File: src/rtl/dispatch_ctrl_if.sv
// Decode-to-dispatch group handshake.
// Decoder drives the master side, dispatch_ctrl the slave side.
interface dispatch_ctrl_if #(
  parameter int PAYLOAD_W = 29
);
  logic [3:0]             dec_vld_i;
  logic [4*PAYLOAD_W-1:0] dec_payload_i;
  logic [3:0]             dec_rs_id_i;
  logic                   dec_ready_o;

  modport master (
    output dec_vld_i,
    output dec_payload_i,
    output dec_rs_id_i,
    input  dec_ready_o
  );

  modport slave (
    input  dec_vld_i,
    input  dec_payload_i,
    input  dec_rs_id_i,
    output dec_ready_o
  );
endinterface

File: src/rtl/dispatch_ctrl.sv
// In-order 4-slot dispatch into two 2-port reservation stations.
// Optional stall counter: define DISPATCH_PERF_CNT_EN.
module dispatch_ctrl #(
  parameter int PAYLOAD_W = 29,
  parameter int RS_DEPTH  = 8,
  parameter int CNT_W     = 4
) (
  input  logic                   clock,
  input  logic                   reset_n,
  input  logic                   retire_flush_i,
  dispatch_ctrl_if.slave         dec,
  output logic [1:0]             rs0_wr_vld_o,
  output logic [2*PAYLOAD_W-1:0] rs0_wr_data_o,
  output logic [1:0]             rs1_wr_vld_o,
  output logic [2*PAYLOAD_W-1:0] rs1_wr_data_o,
  input  logic [1:0]             rs0_free_i,
  input  logic [1:0]             rs1_free_i,
  output logic                   illegal_o,
  output logic [1:0]             illegal_slot_o,
  output logic [31:0]            stall_cnt_o
);

  localparam int SW = CNT_W + 1;
  localparam logic [CNT_W-1:0] DEPTH =
    CNT_W'(RS_DEPTH);

  typedef enum logic {
    RUN  = 1'b0,
    HALT = 1'b1
  } state_e;

  state_e                 state_q, state_d;
  logic [3:0]             grp_vld_q, grp_vld_d;
  logic [3:0]             grp_rs_q, grp_rs_d;
  logic [PAYLOAD_W-1:0]   grp_pay_q [4];
  logic [PAYLOAD_W-1:0]   grp_pay_d [4];
  logic [CNT_W-1:0]       credit0_q, credit0_d;
  logic [CNT_W-1:0]       credit1_q, credit1_d;

  logic                   run;
  logic                   flush;
  logic [3:0]             disp;
  logic                   ill_hit;
  logic [1:0]             ill_idx;
  logic                   stop;
  logic [1:0]             n0, n1;
  logic [PAYLOAD_W-1:0]   d0 [2];
  logic [PAYLOAD_W-1:0]   d1 [2];
  logic                   all_go;
  logic                   load;
  logic [SW-1:0]          c0_sum, c1_sum;
`ifdef DISPATCH_PERF_CNT_EN
  logic                   blk_res;
  logic [31:0]            stall_q, stall_d;
`endif

  assign run   = (state_q == RUN);
  assign flush = retire_flush_i;

  // Oldest-first walk: pick dispatching slots and fill RS ports
  always_comb begin
    disp    = '0;
    ill_hit = 1'b0;
    ill_idx = '0;
    stop    = 1'b0;
    n0      = '0;
    n1      = '0;
    d0[0]   = '0;
    d0[1]   = '0;
    d1[0]   = '0;
    d1[1]   = '0;
`ifdef DISPATCH_PERF_CNT_EN
    blk_res = 1'b0;
`endif
    for (int s = 0; s < 4; s++) begin
      if (run && grp_vld_q[s] && !stop) begin
        if (grp_pay_q[s][PAYLOAD_W-1]) begin
          ill_hit = 1'b1;
          ill_idx = 2'(s);
          stop    = 1'b1;
        end else if (!grp_rs_q[s]) begin
          if (n0 != 2'd2 &&
              credit0_q > CNT_W'(n0)) begin
            d0[n0[0]] = grp_pay_q[s];
            n0        = n0 + 2'd1;
            disp[s]   = 1'b1;
          end else begin
            stop = 1'b1;
`ifdef DISPATCH_PERF_CNT_EN
            blk_res = 1'b1;
`endif
          end
        end else begin
          if (n1 != 2'd2 &&
              credit1_q > CNT_W'(n1)) begin
            d1[n1[0]] = grp_pay_q[s];
            n1        = n1 + 2'd1;
            disp[s]   = 1'b1;
          end else begin
            stop = 1'b1;
`ifdef DISPATCH_PERF_CNT_EN
            blk_res = 1'b1;
`endif
          end
        end
      end
    end
  end

  assign all_go = ((grp_vld_q & ~disp) == 4'b0);
  assign dec.dec_ready_o = run & ~flush & all_go;
  assign load = dec.dec_ready_o & (|dec.dec_vld_i);

  assign rs0_wr_vld_o = flush ? 2'b00 :
                        {n0[1], n0[1] | n0[0]};
  assign rs1_wr_vld_o = flush ? 2'b00 :
                        {n1[1], n1[1] | n1[0]};
  assign rs0_wr_data_o = {d0[1], d0[0]};
  assign rs1_wr_data_o = {d1[1], d1[0]};

  assign illegal_o      = ill_hit & ~flush;
  assign illegal_slot_o = ill_idx;

  // Credits: return frees, consume writes, clamp at depth
  always_comb begin
    c0_sum = {1'b0, credit0_q}
           + SW'(rs0_free_i) - SW'(n0);
    c1_sum = {1'b0, credit1_q}
           + SW'(rs1_free_i) - SW'(n1);
    credit0_d = (c0_sum > SW'(RS_DEPTH)) ?
                DEPTH : c0_sum[CNT_W-1:0];
    credit1_d = (c1_sum > SW'(RS_DEPTH)) ?
                DEPTH : c1_sum[CNT_W-1:0];
    if (flush) begin
      credit0_d = DEPTH;
      credit1_d = DEPTH;
    end
  end

  // Holding register and RUN/HALT next state
  always_comb begin
    state_d   = state_q;
    grp_vld_d = grp_vld_q & ~disp;
    grp_rs_d  = grp_rs_q;
    for (int s = 0; s < 4; s++) begin
      grp_pay_d[s] = grp_pay_q[s];
    end
    if (ill_hit) begin
      grp_vld_d = '0;
      state_d   = HALT;
    end
    if (load) begin
      grp_vld_d = dec.dec_vld_i;
      grp_rs_d  = dec.dec_rs_id_i;
      for (int s = 0; s < 4; s++) begin
        grp_pay_d[s] =
          dec.dec_payload_i[s*PAYLOAD_W +: PAYLOAD_W];
      end
    end
    if (flush) begin
      grp_vld_d = '0;
      state_d   = RUN;
    end
  end

  // State, holding register and credit flops
  always_ff @(posedge clock or negedge reset_n) begin
    if (!reset_n) begin
      state_q   <= RUN;
      grp_vld_q <= '0;
      grp_rs_q  <= '0;
      for (int s = 0; s < 4; s++) begin
        grp_pay_q[s] <= '0;
      end
      credit0_q <= DEPTH;
      credit1_q <= DEPTH;
    end else begin
      state_q   <= state_d;
      grp_vld_q <= grp_vld_d;
      grp_rs_q  <= grp_rs_d;
      for (int s = 0; s < 4; s++) begin
        grp_pay_q[s] <= grp_pay_d[s];
      end
      credit0_q <= credit0_d;
      credit1_q <= credit1_d;
    end
  end

`ifdef DISPATCH_PERF_CNT_EN
  // Count cycles where a held slot waits on credit or port
  always_comb begin
    stall_d = stall_q;
    if (run && (|grp_vld_q) && blk_res) begin
      stall_d = stall_q + 32'd1;
    end
  end

  // Stall counter; survives flush, cleared by reset
  always_ff @(posedge clock or negedge reset_n) begin
    if (!reset_n) begin
      stall_q <= '0;
    end else begin
      stall_q <= stall_d;
    end
  end

  assign stall_cnt_o = stall_q;
`else
  assign stall_cnt_o = '0;
`endif

endmodule
File: src/flat_wrapper.sv
// flat-port wrapper written by rule: the top's interface ports become plain ports
module dispatch_ctrl_flat 
#(
  parameter int PAYLOAD_W = 29,
  parameter int RS_DEPTH  = 8,
  parameter int CNT_W     = 4
)
  (clock, reset_n, retire_flush_i, rs0_wr_vld_o, rs0_wr_data_o, rs1_wr_vld_o, rs1_wr_data_o, rs0_free_i, rs1_free_i, illegal_o, illegal_slot_o, stall_cnt_o, dec_dec_vld_i, dec_dec_payload_i, dec_dec_rs_id_i, dec_dec_ready_o);
  dispatch_ctrl_if #(.PAYLOAD_W(PAYLOAD_W)) dec_i ();
  input  logic clock;
  input  logic reset_n;
  input  logic retire_flush_i;
  output logic [1:0] rs0_wr_vld_o;
  output logic [2*PAYLOAD_W-1:0] rs0_wr_data_o;
  output logic [1:0] rs1_wr_vld_o;
  output logic [2*PAYLOAD_W-1:0] rs1_wr_data_o;
  input  logic [1:0] rs0_free_i;
  input  logic [1:0] rs1_free_i;
  output logic illegal_o;
  output logic [1:0] illegal_slot_o;
  output logic [31:0] stall_cnt_o;
  input wire logic [$bits(dec_i.dec_vld_i)-1:0] dec_dec_vld_i;
  input wire logic [$bits(dec_i.dec_payload_i)-1:0] dec_dec_payload_i;
  input wire logic [$bits(dec_i.dec_rs_id_i)-1:0] dec_dec_rs_id_i;
  output wire logic [$bits(dec_i.dec_ready_o)-1:0] dec_dec_ready_o;
  assign dec_i.dec_vld_i = dec_dec_vld_i;
  assign dec_i.dec_payload_i = dec_dec_payload_i;
  assign dec_i.dec_rs_id_i = dec_dec_rs_id_i;
  assign dec_dec_ready_o = dec_i.dec_ready_o;
  dispatch_ctrl #(.PAYLOAD_W(PAYLOAD_W), .RS_DEPTH(RS_DEPTH), .CNT_W(CNT_W)) u_core (.clock(clock), .reset_n(reset_n), .retire_flush_i(retire_flush_i), .dec(dec_i), .rs0_wr_vld_o(rs0_wr_vld_o), .rs0_wr_data_o(rs0_wr_data_o), .rs1_wr_vld_o(rs1_wr_vld_o), .rs1_wr_data_o(rs1_wr_data_o), .rs0_free_i(rs0_free_i), .rs1_free_i(rs1_free_i), .illegal_o(illegal_o), .illegal_slot_o(illegal_slot_o), .stall_cnt_o(stall_cnt_o));
endmodule
File: config.mk
export PLATFORM = sky130hd
export DESIGN_NAME = dispatch_ctrl_flat
export DESIGN_NICKNAME = d
export VERILOG_FILES = /design/src/rtl/dispatch_ctrl_if.sv /design/src/rtl/dispatch_ctrl.sv /design/src/flat_wrapper.sv
export SDC_FILE = /design/constraint.sdc
export NUM_CORES = 1
export LEC_CHECK = 0
export BUFFER_PORTS_ARGS = -buffer_cell sky130_fd_sc_hd__buf_2
export CAP_MARGIN = 5
export CORE_MARGIN = 2
export CORE_UTILIZATION = 55
export CTS_BUF_LIST = sky130_fd_sc_hd__clkbuf_4 sky130_fd_sc_hd__clkbuf_8
export CTS_CLUSTER_DIAMETER = 100
export CTS_CLUSTER_SIZE = 8
export DETAILED_ROUTE_END_ITERATION = 7
export HOLD_SLACK_MARGIN = 0.1
export PLACE_DENSITY = 0.95
export SYNTH_ARGS = -nofsm -noshare
export SYNTH_HDL_FRONTEND = slang
export SYNTH_SLANG_ARGS = --single-unit
File: constraint.sdc
create_clock -name clock -period 11.19 [get_ports clock]
set_input_delay 3.357 -clock clock [delete_from_list [all_inputs] [get_ports clock]]
set_output_delay 3.357 -clock clock [all_outputs]
set_load 0.01 [all_outputs]
==> impl_results.md, run 1 <==
- Run status: finished, final reports clean
- Total number of vias: between 9,000 and 10,000
- Max Fclk: 0.09318 GHz
- Share of final-layout standard cells stronger than drive strength 1: 42.24%
- Number of DRC markers after the initial detailed-route iteration: around 850
- Global router's overall resource usage: 32.80%
- Classification of the worst-slack hold path: flop to flop
- Proportion of register bits with asynchronous set or reset after synthesis: 100.0%
- Maximum level of the CTS H-tree: 4
- Initial antenna violation count: 2
- Clock slew at the register clock pins of the worst setup and hold paths: 90 ps
- Endpoint required time on the critical path: 7830 ps
- Port bufs: 250
- Combined area of all synthesized cells: 10,420 um2
- Maximum number of pins on one net before global-route repair: 69
- Top area cells in the synthesized netlist: dfrtp_1, mux2_2, mux2_1, a32o_1, ha_1
- Num Clock Sinks: 133
- RSZ-0062 raised after global routing: no
- Post-synthesis cell type with the largest combined area: dfrtp_1
- # DRC: 0
- Critical path endpoint category: primary output
- Avg WL per Cell: 23.89 um
- GRT overflow: 0
- Worst Setup Path Type: flop to primary output
- Number of endpoints failing setup at the final stage: 0
- Synth Instances: approximately 940
- Final total negative setup slack: 0 ps
- Number of fillers in the final layout: 1,352
- Routed Wire Length: 33.61 mm
- Final-report max-slew violation count: 0
- Fraction of synthesized cell area taken by the top area cell type: between 30% and 40%
- Most common cell type on the critical path: ha_1
- Slowest stage cell, crit path: or3b_4
- Fin crit share: approximately 96%
- Buffer cell driving the clock tree root: clkbuf_8
- Number of warnings reported in the yosys synthesis log: 0
- Buffer depth of the longest clock path: 2
- Post-route cell area: 12,180 um2
- Count of hold buffers inserted by post-cts repair: 0
- Via density per instance: roughly 6.6
- Number of global-route vias before repair: 9,493
- Number of detailed-route iterations in the first pass: 5
- Initial core utilization: ~56%
- Area of the die: 20,060 um2
- Number of flip-flops and latches in the synthesized netlist: 133
- I/O Pins: 287
- TritonCTS buffer count: 17
- Avg Synthesized Cell Area: 11.04 um2
- Post-synth top cells: mux2_2, mux2_1, dfrtp_1, a32o_1, inv_1
- Cell with the most instances after synthesis: mux2_2
- Post-DP HPWL: 22.49 mm
- Clock tree from TritonCTS: yes
- Final Hold Fails: 0
- Worst skew pair latency: between 400 and 500 ps
- Area growth syn-to-layout: 16.86%
- Row cnt: 50
- Die extent in y: 141.7 um
- Actual transition at the worst max-transition pin: 1077 ps
- Global-route wire length before repair: just over 50 mm
- Highest cell delay on the worst timing path: about 680 ps
- Power density cells: 224.4 nW/um2
- Die outline width: 141.7 um
- Overall power after layout: 2.733 mW
- Count of max-cap constraint violations: 0
- Prevailing post-synth register cell: dfrtp_1
- Synth unique cells: between 60 and 70
- Static leakage power: 6.068 nW
- Antenna-violating nets left: 0
- Worst slew margin: 28.20%
- Type of element launching the critical path: flop
- Number of nets at the end of the flow: approximately 1,300
- Count of flip-flops with a built-in enable after synthesis: 0
- Worst-case clock skew: around 14 ps
- Total placed instance area: 11,710 um2
- Post-synthesis sequential area ratio: 31.96%
- Shortest period the worst path allows: 10,730 ps
- Arrival time at the worst endpoint: between 7000 and 8000 ps
- Highest net fanout along the worst path: 28
- RD Place Congestion: 0.9498
- Placeable core region: 18,640 um2
- Worst vdd rail ir drop: 0.0001455 V
## state kept, by name, summed over array words and instances (netlist names)
register / cells
u_core.credit0_q: 4
u_core.credit1_q: 4
u_core.grp_vld_q: 4
u_core.state_q: 1
u_core.grp_rs_q: 4
u_core.grp_pay_q: 116
## path summary, 6_finish.rpt
path,cells after the start,end,startpoint,slack [ps]
worst max-delay path,26,rs1_wr_data_o[44],u_core.credit1_q[3]$_DFF_PN1_,460
min in group asynchronous,1,u_core.grp_pay_q[13]$_DFFE_PN0P_,reset_n,2890
worst max register to register,33,u_core.credit0_q[2]$_DFF_PN0_,u_core.credit0_q[2]$_DFF_PN0_,2960
worst min register to register,1,u_core.grp_pay_q[100]$_DFFE_PN0P_,u_core.grp_pay_q[100]$_DFFE_PN0P_,530
max in group asynchronous,2,u_core.grp_pay_q[115]$_DFFE_PN0P_,reset_n,6910
worst min-delay path,1,u_core.grp_pay_q[100]$_DFFE_PN0P_,u_core.grp_pay_q[100]$_DFFE_PN0P_,530
## logic make-up after synthesis
group | share of synthesized area (%)
adder cells (fa/ha/maj) | 4.370
flip-flops | 31.96
other | 0.03598
XOR/XNOR | 0.5043
buffers and inverters | 8.284
AO/OA/AOI/OAI | 11.73
multiplexers | 34.36
AND/OR/NAND/NOR | 8.752
## routing by layer
metal	GRT usage [%]	routed length (um)	share of wire, %
met5	0	13	0.039
met4	20.95	1730	5.1
met3	6.952	3282	9.8
met2	54.96	16420	49
met1	38.33	12160	36
## area by class of cell
| type | instances | area, um2 | area share (%) |
|---|---|---|---|
| inverters | 55 | 206.4 | 1.695 |
| flip-flops and latches | 133 | 3331 | 27.35 |
| repair buffers | 273 | 1430 | 11.74 |
| multi-input cells | 679 | 6474 | 53.16 |
| diodes | 1 | 2.502 | 0.02055 |
| clock buffers | 18 | 241.5 | 1.983 |
| well taps | 234 | 292.8 | 2.404 |
| clock inverters | 14 | 200.2 | 1.644 |
## worst max-delay path, delay by kind of cell, from the launching register on
kind | cells | cell delay [ps]
simple gates | 11 | 3420
flops | 1 | 370
buf+inv | 5 | 530
mux | 1 | 420
compound gates | 4 | 930
fa+ha+maj | 5 | 1260
## power by group
| part | internal [mW] | switching (mW) |
|---|---|---|
| clock network | 0.248 | 0.218 |
| registers | 0.725 | 0.296 |
| logic | 0.540 | 0.705 |
## what timing repair did
item / CTS / global route
setup buffers: 0 / 1
pin swaps: 0 / 0
resized for setup: 1 / 4
endpoints found under the setup margin: 19 / 75
## through the flow
step	utilization, %	setup WS, ps	hold slack [ps]	instances
5_1_grt	65.32	34.08	545.3	1407
3_3_place_gp	62.82	607.9	493.3	1372
6_report	65.32	457.8	525.4	1407
4_1_cts	65.19	84.41	528.4	1404
3_5_place_dp	62.82	454.6	501.4	1372
2_1_floorplan	-	1165	473.2	979
## layout by cell type (no fill, tap or decap), types with 12 or more instances in the layout
master and count:
and3_1 37, mux2_2 165, buf_2 249, inv_1 54, conb_1 36, nand2_1 12, o41ai_1 29, dfrtp_1 131
buf_4 23, a32o_1 58, mux2_1 153, clkbuf_8 17, nand4_1 29, ha_1 30
Note: power is estimated with default switching activity, not from simulation.
==> run 2: changes to the inputs <==
Settings changed: REMOVE_ABC_BUFFERS from default to 1.
Clock period 11.19 ns to 13.8 ns, I/O delays scaled along.
==> run 2 against run 1 <==
Net effect:
- critical path depth unchanged
- global-route usage decreased by 0.25 points
- non-clock buffer count decreased by 3
- hold slack improved by 7.6 ps
- via count decreased by 1.3%
- die area unchanged
- largest power group unchanged
==> impl_results.md, run 2 (synthesis results as in run 1) <==
- Count of max-cap constraint violations: 0
- Row cnt: 50
- Worst Setup Path Type: flop to primary output
- Number of fillers in the final layout: 1,407
- Static leakage power: 6.025 nW
- Share of final-layout standard cells stronger than drive strength 1: 42.09%
- Post-DP HPWL: 22.50 mm
- Depth of the worst register-to-register path: 34
- Flip-flop count of the largest register, all copies and words added: approximately 120
- Number of nets at the end of the flow: 1,321
- Worst-case clock skew: 15.67 ps
- Final Hold Fails: 0
- Clock tree from TritonCTS: yes
- Actual transition at the worst max-transition pin: 1084 ps
- Endpoint required time on the critical path: 9660 ps
- Setup fix buffers added after clock tree synthesis: 0
- Count of hold buffers inserted by post-cts repair: 0
- Commonest non-fill, non-tap cell in the layout: buf_2
- I/O Pins: 287
- Die extent in y: 141.7 um
- Fin crit share: 91.07%
- Antenna-violating nets left: 0
- Buffer cell driving the clock tree root: clkbuf_8
- Number of global-route vias before repair: roughly 9,300
- Highest net fanout along the worst path: 32
- Global-route wire length before repair: 50.66 mm
- TritonCTS buffer count: 17
- Maximum number of pins on one net before global-route repair: 85
- Shortest period the worst path allows: about 13,000 ps
- Final-report max-slew violation count: 0
- # DRC: 0
- Min-Delay Endpoint: u_core.grp_pay_q[106]$_DFFE_PN0P_
- Die outline width: 141.7 um
- Classification of the worst-slack hold path: flop to flop
- Area of the die: 20,060 um2
- Global router's overall resource usage: 32.55%
- Commonest cells after routing, fill and taps aside: buf_2, mux2_2, mux2_1
- Area growth syn-to-layout: 16.00%
- Hold Worst Slack: approximately 530 ps
- Startpoint of the most critical hold path: u_core.grp_pay_q[106]$_DFFE_PN0P_
- RD Place Congestion: 1.017
- Clock slew at the register clock pins of the worst setup and hold paths: 90 ps
- Reg2reg end: u_core.credit0_q[1]$_DFF_PN0_
- Placeable core region: 18,640 um2
- RSZ-0062 raised after global routing: no
- Routed Wire Length: 33.22 mm
- Buffer depth of the longest clock path: 2
- Power density cells: approximately 180 nW/um2
- Max Fclk: 0.07957 GHz
- Port bufs: 250
- Via density per instance: 6.574
- Largest Register: u_core.grp_pay_q
- Total of cells resized after clock tree synthesis: 0
- Hold path cells: 1
- Run status: finished, final reports clean
- Type of element launching the critical path: flop
- Total number of vias: 9,230
- Worst slew margin: 27.58%
- Critical path endpoint category: primary output
- Number of endpoints failing setup at the final stage: 0
- Maximum level of the CTS H-tree: 4
- Number of detailed-route iterations in the first pass: 6
- RR Startpoint: u_core.credit0_q[2]$_DFF_PN0_
- Worst vdd rail ir drop: 0.0001929 V
- GRT overflow: 0
- Flop2flop setup slack: 4140 ps
- Initial core utilization: 55.90%
- Num Clock Sinks: between 100 and 150
- Avg WL per Cell: 23.66 um
- Arrival time at the worst endpoint: 8430 ps
- Initial antenna violation count: 1
- Utilization after layout: between 60% and 70%
- Number of DRC markers after the initial detailed-route iteration: 867
- Worst skew pair latency: 480 ps
## run 2: critical path, cell delays in order, from the launching register on
cell and delay [ps]:
dfrtp_1 390, inv_1 100, ha_1 290, nor3b_2 400, nor3_2 90, ha_1 290
a22oi_1 90, o21ai_0 580, inv_1 100, ha_1 310, and3_1 150, o21a_1 230
ha_1 280, and3_1 190, nor4_1 350, nand3_1 210, or3_2 870, and2_1 320
ha_1 200, nor2_1 110, o311a_1 250, nand2_1 90, or4_4 490, a21oi_4 550
buf_4 440, mux2_2 420, buf_2 150
## run 2: area by class of cell
type / count / area [um2] / share of cell area, %
diodes: 1 / 2.502 / 0.02070
clock buffers: 19 / 255.2 / 2.111
clock inverters: 13 / 125.1 / 1.035
inverters: 55 / 206.4 / 1.708
multi-input cells: 679 / 6469 / 53.51
flip-flops and latches: 133 / 3331 / 27.55
well taps: 234 / 292.8 / 2.422
repair buffers: 270 / 1408 / 11.64
## run 2: stage by stage
step | setup TNS [ps] | std cells | cell area (um2) | setup slack [ps] | power, mW
finish | 0 | 1404 | 12090 | 1232 | 2.164
global route | 0 | 1404 | 12090 | 772.6 | 2.282
CTS | 0 | 1402 | 12080 | 1306 | 2.137
detailed placement | 0 | 1370 | 11700 | 1855 | 1.808
global placement | 0 | 1370 | 11700 | 1883 | 1.744
floorplan | -261520 | 867 | 9896 | -2112 | 1.439
## run 2: layer usage
layer | GRT usage, % | up-vias | routed length [um]
li1 | - | 3955 | -
met1 | 40.74 | 4575 | 12960
met2 | 53.32 | 583 | 16070
met3 | 6.952 | 117 | 2840
met4 | 16.58 | 0 | 1354
met5 | 0 | - | 0
## run 2: worst max-delay path by stage
stage	from	slack, ps	endpoint
5_1_grt	u_core.credit0_q[2]$_DFF_PN0_	770	rs0_wr_data_o[20]
2_1_floorplan	u_core.credit0_q[3]$_DFF_PN1_	-2110	u_core.grp_pay_q[0]$_DFFE_PN0P_
6_report	u_core.credit0_q[2]$_DFF_PN0_	1230	rs0_wr_data_o[51]
3_3_place_gp	u_core.credit0_q[2]$_DFF_PN0_	1880	rs0_wr_data_o[20]
3_5_place_dp	u_core.credit0_q[2]$_DFF_PN0_	1860	rs0_wr_data_o[18]
4_1_cts	u_core.credit0_q[2]$_DFF_PN0_	1310	rs0_wr_data_o[18]
## run 2: report_power, final
group          switching (mW)  internal [mW]  leakage (nW)  total [mW]
clock                   0.178          0.152         0.191       0.330
sequential              0.241          0.587          1.58       0.828
combinational           0.569          0.437          4.26        1.01
total                   0.988           1.18          6.02        2.16
